<file path="config.mk">
export PLATFORM = sky130hd
export DESIGN_NAME = pipe_result_buffer_flat
export DESIGN_NICKNAME = d
export VERILOG_FILES = /design/src/rtl/pipe_result_buffer_if.sv /design/src/rtl/pipe_result_buffer.sv /design/src/flat_wrapper.sv
export SDC_FILE = /design/constraint.sdc
export NUM_CORES = 1
export LEC_CHECK = 0
export BUFFER_PORTS_ARGS = -buffer_cell sky130_fd_sc_hd__buf_2
export CAP_MARGIN = 15
export CORE_MARGIN = 2
export CORE_UTILIZATION = 40
export CTS_BUF_LIST = sky130_fd_sc_hd__clkbuf_4 sky130_fd_sc_hd__clkbuf_8 sky130_fd_sc_hd__clkbuf_16
export CTS_CLUSTER_SIZE = 24
export DETAILED_ROUTE_END_ITERATION = 16
export PLACE_DENSITY = 0.64
export SLEW_MARGIN = 20
export SYNTH_ARGS = -nofsm -noshare
export SYNTH_HDL_FRONTEND = slang
export SYNTH_SLANG_ARGS = --single-unit
</file>
<file path="constraint.sdc">
create_clock -name clk -period 3.9 [get_ports clk]
set_input_delay 0.78 -clock clk [delete_from_list [all_inputs] [get_ports clk]]
set_output_delay 0.78 -clock clk [all_outputs]
set_load 0.1 [all_outputs]
</file>
<file path="src/rtl/pipe_result_buffer_if.sv">
// Bundles the issue/credit, pipeline-result and ready/valid output signals of
// pipe_result_buffer; slave is the buffer side, master the producer/consumer side.
interface pipe_result_buffer_if #(
    parameter int DATA_WIDTH = 32,
    parameter int DEPTH      = 4
);
    localparam int CNT_W = $clog2(DEPTH + 1);

    logic                  issue_valid;
    logic                  issue_ready;
    logic                  res_valid;
    logic [DATA_WIDTH-1:0] res_data;
    logic                  out_valid;
    logic [DATA_WIDTH-1:0] out_data;
    logic                  out_ready;
    logic [CNT_W-1:0]      occupancy;
    logic [CNT_W-1:0]      credits;
    logic                  overflow;

    modport slave (
        input  issue_valid,
        output issue_ready,
        input  res_valid,
        input  res_data,
        output out_valid,
        output out_data,
        input  out_ready,
        output occupancy,
        output credits,
        output overflow
    );

    modport master (
        output issue_valid,
        input  issue_ready,
        output res_valid,
        output res_data,
        input  out_valid,
        input  out_data,
        output out_ready,
        input  occupancy,
        input  credits,
        input  overflow
    );
endinterface

</file>
<file path="src/rtl/pipe_result_buffer.sv">
// Credit-controlled result FIFO behind a valid-only pipeline: credits bound the
// in-flight work so every result finds a free slot, output is ready/valid.
module pipe_result_buffer #(
    parameter int DATA_WIDTH = 32,
    parameter int DEPTH      = 4
) (
    input  logic                clk,
    input  logic                rst_n,
    pipe_result_buffer_if.slave bus
);
    localparam int CNT_W = $clog2(DEPTH + 1);
    localparam int PTR_W = $clog2(DEPTH);
    localparam logic [CNT_W-1:0] DEPTH_C = CNT_W'(DEPTH);

    logic [DATA_WIDTH-1:0] r_mem [DEPTH];
    logic [PTR_W-1:0]      r_wr_ptr;
    logic [PTR_W-1:0]      r_rd_ptr;
    logic [CNT_W-1:0]      r_occ;
    logic [CNT_W-1:0]      r_credits;
    logic                  r_overflow;

    logic                  w_out_valid;
    logic                  w_issue_ready;
    logic                  w_full;
    logic                  w_pop;
    logic                  w_issue;
    logic                  w_push;
    logic                  w_drop;
    logic [CNT_W-1:0]      w_occ_d;
    logic [CNT_W-1:0]      w_credits_d;

    always_comb begin
        w_out_valid   = (r_occ != '0);
        w_issue_ready = (r_credits != '0);
        w_full        = (r_occ == DEPTH_C);
        w_pop         = w_out_valid & bus.out_ready;
        w_issue       = bus.issue_valid & w_issue_ready;
        // A pop frees the slot in the same cycle, so a full FIFO still accepts.
        w_push        = bus.res_valid & (~w_full | w_pop);
        w_drop        = bus.res_valid & w_full & ~w_pop;
        w_occ_d       = r_occ + CNT_W'(w_push) - CNT_W'(w_pop);
        w_credits_d   = r_credits - CNT_W'(w_issue) + CNT_W'(w_pop);
    end

    always_ff @(posedge clk) begin
        if (!rst_n) begin
            r_wr_ptr   <= '0;
            r_rd_ptr   <= '0;
            r_occ      <= '0;
            r_credits  <= DEPTH_C;
            r_overflow <= 1'b0;
        end else begin
            if (w_push) begin
                r_wr_ptr <= r_wr_ptr + PTR_W'(1);
            end
            if (w_pop) begin
                r_rd_ptr <= r_rd_ptr + PTR_W'(1);
            end
            r_occ     <= w_occ_d;
            r_credits <= w_credits_d;
            if (w_drop) begin
                r_overflow <= 1'b1;
            end
        end
    end

    // Storage is not reset; a result arriving during reset is not written.
    always_ff @(posedge clk) begin
        if (rst_n && w_push) begin
            r_mem[r_wr_ptr] <= bus.res_data;
        end
    end

    assign bus.issue_ready = w_issue_ready;
    assign bus.out_valid   = w_out_valid;
    assign bus.out_data    = w_out_valid ? r_mem[r_rd_ptr] : '0;
    assign bus.occupancy   = r_occ;
    assign bus.credits     = r_credits;
    assign bus.overflow    = r_overflow;
endmodule

</file>
<file path="src/flat_wrapper.sv">
// flat-port wrapper written by rule: the top's interface ports become plain ports
module pipe_result_buffer_flat 
#(
    parameter int DATA_WIDTH = 32,
    parameter int DEPTH      = 4
)
  (clk, rst_n, bus_issue_valid, bus_issue_ready, bus_res_valid, bus_res_data, bus_out_valid, bus_out_data, bus_out_ready, bus_occupancy, bus_credits, bus_overflow);
  pipe_result_buffer_if #(.DATA_WIDTH(DATA_WIDTH), .DEPTH(DEPTH)) bus_i ();
  input  logic clk;
  input  logic rst_n;
  input wire logic [$bits(bus_i.issue_valid)-1:0] bus_issue_valid;
  output wire logic [$bits(bus_i.issue_ready)-1:0] bus_issue_ready;
  input wire logic [$bits(bus_i.res_valid)-1:0] bus_res_valid;
  input wire logic [$bits(bus_i.res_data)-1:0] bus_res_data;
  output wire logic [$bits(bus_i.out_valid)-1:0] bus_out_valid;
  output wire logic [$bits(bus_i.out_data)-1:0] bus_out_data;
  input wire logic [$bits(bus_i.out_ready)-1:0] bus_out_ready;
  output wire logic [$bits(bus_i.occupancy)-1:0] bus_occupancy;
  output wire logic [$bits(bus_i.credits)-1:0] bus_credits;
  output wire logic [$bits(bus_i.overflow)-1:0] bus_overflow;
  assign bus_i.issue_valid = bus_issue_valid;
  assign bus_issue_ready = bus_i.issue_ready;
  assign bus_i.res_valid = bus_res_valid;
  assign bus_i.res_data = bus_res_data;
  assign bus_out_valid = bus_i.out_valid;
  assign bus_out_data = bus_i.out_data;
  assign bus_i.out_ready = bus_out_ready;
  assign bus_occupancy = bus_i.occupancy;
  assign bus_credits = bus_i.credits;
  assign bus_overflow = bus_i.overflow;
  pipe_result_buffer #(.DATA_WIDTH(DATA_WIDTH), .DEPTH(DEPTH)) u_core (.clk(clk), .rst_n(rst_n), .bus(bus_i));
endmodule
</file>
==> reports/qor_table.md, run 1 <==
| Group | Parameter | This run |
|---|---|---|
| clock network | Number of CTS-inserted buffers | 17 |
| global route | Antenna violations before repair | 0 |
| clock network | Clock Sink Count | 141 |
| worst setup path | Crit path arrival time | 2.31 ns |
| worst setup path | Crit path launch type | flip-flop |
| place | Routability cong. | 0.660 |
| yosys | Synth Area in XOR/XNOR | 0.00786 |
| drt | Drt total wl | 9640 microns |
| worst setup path | Combined buffer and inverter count along the critical path | 1 |
| clock network | Deepest level of the CTS H-tree | 4 |
| die | Ports | 78 |
| drt | Vias per cell | 4.92 |
| place | Buffers on Ports | 77 |
| timing | Part of the cycle the worst path needs | 0.793 |
| yosys | Post-synthesis average cell area | 20.6 sq um |
| clock network | Clock latency reported for the late side of the worst-skew pair | 0.42 ns |
| timing | Final-report hold violation count | 0 |
| global route | Overall global routing resource usage | 0.139 |
| worst setup path | Dominant delay contributor by cell family on the critical path | flip-flops |
| yosys | Post-synthesis cell type count | 30 |
| yosys | Sequential area share after synthesis | 0.737 |
| yosys | Fraction of the mapped netlist area in compound gates | 0.00831 |
| yosys | Top-count cell post-synth | sky130_fd_sc_hd__edfxtp_1 |
| worst setup path | Crit end category | output pin |
| yosys | Post-synth net total | 316 |
| clock network | Post-CTS Hold Buffers | 0 |
| global route | Largest net degree at the start of global routing | 33 |
| run status | Result of the run | finished, final reports clean |
| yosys | Synthesized-area fraction occupied by and/or/nand/nor cells | 0.0667 |
| drt | Number of nets with antenna violations after detailed routing | 0 |
| yosys | Yosys reg bits | 141 |
| yosys | Post-synthesis adder-cell area fraction | 0.0207 |
| timing | Achievable Freq | 323 MHz |
| timing | RSZ-0062 raised after global routing | false |
| yosys | Area share of the largest cell type after synthesis | 0.690 |
| finish | Fraction of final layout cells with drive strength greater than 1 | 0.405 |
| drt | DRC violation count after routing | 0 |
| die | Die height | 122 microns |
| yosys | Synth warnings | 0 |
| flow run | # Max-Cap Violations | 0 |
| worst setup path | Biggest cell delay along the critical path | 0.88 ns |
| finish | Fin nets | 404 |
| yosys | Top cells by area in the synthesized netlist | sky130_fd_sc_hd__edfxtp_1 69%, sky130_fd_sc_hd__mux4_2 13%, sky130_fd_sc_hd__dfxtp_1 4.7% |
| worst hold path | Class of the most critical hold timing path | reg2reg |
| yosys | Async set or reset register ratio after synthesis | 0 |
| yosys | Primary FF master, synth | sky130_fd_sc_hd__edfxtp_1 |
| die | Core footprint | 13700 sq um |
| clock network | Number of buffers on the longest clock path | 2 |
| yosys | Top post-synthesis cells by count | 128 x sky130_fd_sc_hd__edfxtp_1, 33 x sky130_fd_sc_hd__nor2b_1, 32 x sky130_fd_sc_hd__mux4_2 |
| timing | Post-route minimum period | 3.09 ns |
| finish | Area growth from synthesis to final layout | 19.3% |
| global route | Vias in the first global route | 2704 |
| yosys | Biggest area consumer among synthesized cells | sky130_fd_sc_hd__edfxtp_1 |
| timing | Setup TNS after final layout | 0 ns |
| finish | Filler cells | 1163 |
| clock network | Number of setup buffers added after CTS | 0 |
| timing | Worst slew margin relative to its limit | 0.424 |
| die | DIE AREA | 14900 sq um |
| die | # rows | 43 |
| timing | Transition time at the pin with the least slew margin | 0.863 ns |
| clock network | Clock tree from TritonCTS | built |
| die | Overall die width | 122 microns |
| yosys | Dominant combinational cell family by area after synthesis | multiplexers |
| global route | First-pass GRT wire length | 14700 microns |
| worst setup path | Critical path peak fanout | 32 |
| clock network | Root Driver | sky130_fd_sc_hd__clkbuf_16 |
| clock network | Clock slew at the register clock pins of the worst setup and hold paths | 0.05 ns |
| worst setup path | Critical path class | reg2out |
| drt | Initial DRC Count | 209 |
| global route | Remaining global-route overflow | 0 |
| drt | Number of iterations in the first detailed-routing pass | 4 |
| yosys | Multiplexer share of the synthesized area | 0.135 |
| timing | Final number of setup-violating endpoints | 0 |
| worst setup path | Slowest-stage cell, CP | sky130_fd_sc_hd__dfxtp_2 |
| timing | Final-report max-slew violation count | 0 |
| worst setup path | CP cell instances | mux4_2 > nor2b_1 > buf_2 |
| drt | Via count of the routed design | 2712 |
| place | Hpwl dp | 5980 microns |
| yosys | Synthesized netlist cell count | 271 |
| yosys | Number of flops mapped to enable cells by yosys | 128 |
| clock network | CTS-repair resized insts | 0 |
| die | Starting Density | 0.406 |
| worst setup path | Worst EP required | 3.12 ns |
| timing | Clock skew after layout | 0.00813 ns |
| yosys | Mapped Area | 5570 sq um |
| drt | Routed wire per std cell | 17.5 microns |
[flip-flops by register name, summed over array words and instances (netlist names), named ones only]
name and flops:
u_core.bus.credits 3, u_core.r_wr_ptr 2, u_core.r_rd_ptr 2, u_core.bus.occupancy 3
u_core.bus.overflow 1, u_core.r_mem 128
[tightest hold or removal path, cell delays in order (launching register included)]
cell,delay (ns)
sky130_fd_sc_hd__dfxtp_1,0.33
sky130_fd_sc_hd__nand2_1,0.06
sky130_fd_sc_hd__mux2i_1,0.06
[kinds of logic (layout without fill, tap and decap cells)]
family | after synthesis | in the layout
AND/OR/NAND/NOR | 59 | 59
buffers and inverters | 18 | 117
flip-flops | 141 | 141
multiplexers | 35 | 35
other | 0 | 1
XOR/XNOR | 5 | 5
adder cells (fa/ha/maj) | 8 | 8
AO/OA/AOI/OAI | 5 | 5
[metal layers]
layer  track usage  wire, microns
met2         0.218           4700
met4        0.0625            167
met1         0.170           4150
met3        0.0552            628
met5             0              0
[path summary, 6_finish.rpt]
kind	from	to	slack, ns	cells past startpoint
setup / recovery	flip-flop	bus_out_data[28]	0.81	3
hold / removal	u_core.r_wr_ptr[0]	u_core.r_wr_ptr[0]	0.50	2
setup reg to reg	u_core.bus.credits[1]	u_core.bus.credits[2]	1.58	8
hold reg to reg	u_core.r_wr_ptr[0]	u_core.r_wr_ptr[0]	0.50	2
[layout by cell type (no fill, tap or decap), types with 2 or more instances in the layout]
| cell | instances |
|---|---|
| sky130_fd_sc_hd__nand2_1 | 7 |
| sky130_fd_sc_hd__edfxtp_1 | 128 |
| sky130_fd_sc_hd__inv_1 | 4 |
| sky130_fd_sc_hd__dfxtp_1 | 11 |
| sky130_fd_sc_hd__clkbuf_16 | 17 |
| sky130_fd_sc_hd__and2b_1 | 2 |
| sky130_fd_sc_hd__mux4_2 | 32 |
| sky130_fd_sc_hd__clkbuf_4 | 2 |
| sky130_fd_sc_hd__nor2b_1 | 33 |
| sky130_fd_sc_hd__and2_1 | 5 |
| sky130_fd_sc_hd__and3_2 | 4 |
| sky130_fd_sc_hd__clkinvlp_4 | 2 |
| sky130_fd_sc_hd__clkinv_1 | 5 |
| sky130_fd_sc_hd__ha_1 | 6 |
| sky130_fd_sc_hd__dfxtp_2 | 2 |
| sky130_fd_sc_hd__clkinv_2 | 3 |
| sky130_fd_sc_hd__a21boi_1 | 2 |
| sky130_fd_sc_hd__xnor2_1 | 4 |
| sky130_fd_sc_hd__buf_2 | 77 |
| sky130_fd_sc_hd__mux2i_1 | 3 |
| sky130_fd_sc_hd__buf_4 | 4 |
| sky130_fd_sc_hd__or3_1 | 2 |
| sky130_fd_sc_hd__fa_1 | 2 |
[stage by stage]
stage	util	cells	worst slack, ns	hold WS, ns	instance area (sq um)
after floorplan	-	271	0.154	0.468	5570
after global placement	0.446	520	1.22	0.478	6120
after detailed placement	0.446	520	1.20	0.493	6120
after CTS	0.484	550	0.754	0.507	6640
after global routing	0.484	550	0.693	0.531	6640
final	0.484	551	0.806	0.504	6650
[layout make-up]
type	instances	area (sq um)	area share
multi-input combinational	112	1340	0.201
sequential	141	4110	0.618
clock inverter	11	78.8	0.0119
clock buffer	19	440	0.0663
tap	180	225	0.0339
timing repair buffer	82	435	0.0655
antenna	1	2.50	0.000377
inverter	5	18.8	0.00282
Power of run 1 is not shown: default switching activity piles up to over one toggle a cycle in this logic, so the estimate is an artifact.
==> inputs of run 2 (changes only) <==
- PLACE_DENSITY: 0.64 -> 0.66
- clock period: 3.9 -> 2.76 ns (I/O delays scaled with it)
==> run 2 against run 1 <==
Against the previous run:
- die area unchanged
- final area rose by 4.5%
- critical path depth rose by 1
- non-clock buffer count rose by 3
- sequential cell count is the same
- via count is 0.74% lower
- first-iteration DRC count fell by 22%
- wire length decreased by 0.62%
- core utilization rose by 2.2 points
- highest routed layer is now met5
==> reports/qor_table.md, run 2 (synthesized netlist as in run 1, its figures left out) <==
| Group | Parameter | This run |
|---|---|---|
| run status | Result of the run | finished, final reports clean |
| finish | Area growth from synthesis to final layout | 24.6% |
| finish | Fraction of final layout cells with drive strength greater than 1 | 0.523 |
| clock network | Clock Sink Count | 141 |
| die | Starting Density | 0.406 |
| flow run | # Max-Cap Violations | 0 |
| finish | Most frequent standard cell in the layout excluding fill and tap cells | sky130_fd_sc_hd__edfxtp_1 |
| worst setup path | Crit path arrival time | 2.05 ns |
| die | Die height | 122 microns |
| timing | Final-report max-slew violation count | 0 |
| timing | Final number of setup-violating endpoints | 0 |
| place | Buffers on Ports | 77 |
| global route | Remaining global-route overflow | 0 |
| timing | Worst slew margin relative to its limit | 0.661 |
| die | DIE AREA | 14900 sq um |
| finish | Most frequent cells in the layout | 128 x sky130_fd_sc_hd__edfxtp_1, 77 x sky130_fd_sc_hd__buf_2, 32 x sky130_fd_sc_hd__mux4_2 |
| die | Overall die width | 122 microns |
| clock network | Clock slew at the register clock pins of the worst setup and hold paths | 0.06 ns |
| worst setup path | Critical path peak fanout | 18 |
| worst setup path | Crit end category | output pin |
| drt | Vias per cell | 4.85 |
| die | Core footprint | 13700 sq um |
| clock network | Post-CTS Hold Buffers | 0 |
| timing | Achievable Freq | 384 MHz |
| global route | Vias in the first global route | 2853 |
| clock network | Deepest level of the CTS H-tree | 4 |
| finish | Number of antenna cells inserted | 0 |
| finish | Area occupied by registers | 4120 sq um |
| finish | Fin nets | 407 |
| clock network | Clock tree from TritonCTS | built |
| timing | Post-route minimum period | 2.60 ns |
| clock network | Number of buffers on the longest clock path | 2 |
| timing | Transition time at the pin with the least slew margin | 0.512 ns |
| drt | Via count of the routed design | 2692 |
| worst setup path | Crit path launch type | flip-flop |
| drt | Initial DRC Count | 164 |
| clock network | Root Driver | sky130_fd_sc_hd__clkbuf_16 |
| worst hold path | Min-Delay Path Depth | 1 |
| drt | Number of nets with antenna violations after detailed routing | 0 |
| worst setup path | Critical path class | reg2out |
| worst hold path | Class of the most critical hold timing path | in2reg |
| finish | Multi-input gate area in the final layout | 1470 sq um |
| global route | Largest net degree at the start of global routing | 36 |
| drt | Drt total wl | 9580 microns |
| worst setup path | Logic depth of the worst register-to-register path | 8 |
| place | Routability cong. | 0.691 |
| timing | Hold_ws | 0.354 ns |
| timing | Setup TNS after final layout | 0 ns |
| timing | Final-report hold violation count | 0 |
| clock network | Clock latency reported for the late side of the worst-skew pair | 0.41 ns |
| die | # rows | 43 |
| global route | First-pass GRT wire length | 14900 microns |
| drt | DRC violation count after routing | 0 |
| die | Ports | 78 |
| global route | Antenna violations before repair | 1 |
| global route | Overall global routing resource usage | 0.141 |
| drt | Number of iterations in the first detailed-routing pass | 4 |
| finish | Register with the most flip-flops | u_core.r_mem |
| timing | RSZ-0062 raised after global routing | false |
| finish | Filler cells | 1148 |
| drt | Routed wire per std cell | 17.3 microns |
| worst setup path | Worst EP required | 2.21 ns |
| clock network | Number of CTS-inserted buffers | 17 |
| timing | Clock skew after layout | 0.00412 ns |
| place | Hpwl dp | 5770 microns |
| timing | Part of the cycle the worst path needs | 0.943 |
| finish | Number of flip-flops under the largest register name | 128 |
## run 2: worst paths after layout
path / from / slack, ns / to
worst max-delay path: flip-flop / 0.16 / bus_out_data[15]
worst min-delay path: bus_res_data[10] / 0.35 / u_core.r_mem[3][10]
worst max register to register: u_core.bus.credits[1] / 0.43 / u_core.bus.credits[2]
worst min register to register: u_core.r_wr_ptr[0] / 0.50 / u_core.r_wr_ptr[0]
## run 2: what timing repair did
item                                    4_1_cts  5_1_grt
setup buffers                                 0        0
endpoints found under the setup margin        0       18
gates resized for setup                       0        1
## run 2: area by class of cell
cell class,instances,area share
Multi-Input combinational cell,112,0.211
Timing Repair Buffer,85,0.0786
Clock inverter,12,0.0177
Inverter,5,0.00270
Sequential cell,141,0.593
Tap cell,180,0.0324
Clock buffer,20,0.0645
## run 2: stage by stage
step / worst slack [ns] / util / std cells / instance area [sq um]
floorplan: 0.0672 / - / 271 / 5710
global placement: 0.404 / 0.464 / 523 / 6370
detailed placement: 0.383 / 0.464 / 523 / 6370
CTS: 0.0187 / 0.506 / 555 / 6940
global route: 0.0358 / 0.506 / 555 / 6940
finish: 0.158 / 0.506 / 555 / 6940
## run 2: layer usage
layer	vias up	wire length (microns)	track usage
met5	-	12	0
met4	2	188	0.0625
met3	19	495	0.0534
met2	64	4890	0.232
met1	1363	3990	0.165
li1	1244	-	-
## run 2: critical path, cell delays in order, from the launching register on
cell and delay [ns]:
sky130_fd_sc_hd__dfxtp_4 0.44, sky130_fd_sc_hd__buf_12 0.22, sky130_fd_sc_hd__mux4_2 0.50, sky130_fd_sc_hd__nor2b_2 0.17, sky130_fd_sc_hd__buf_2 0.30
Power of run 2 is left out for the same reason.
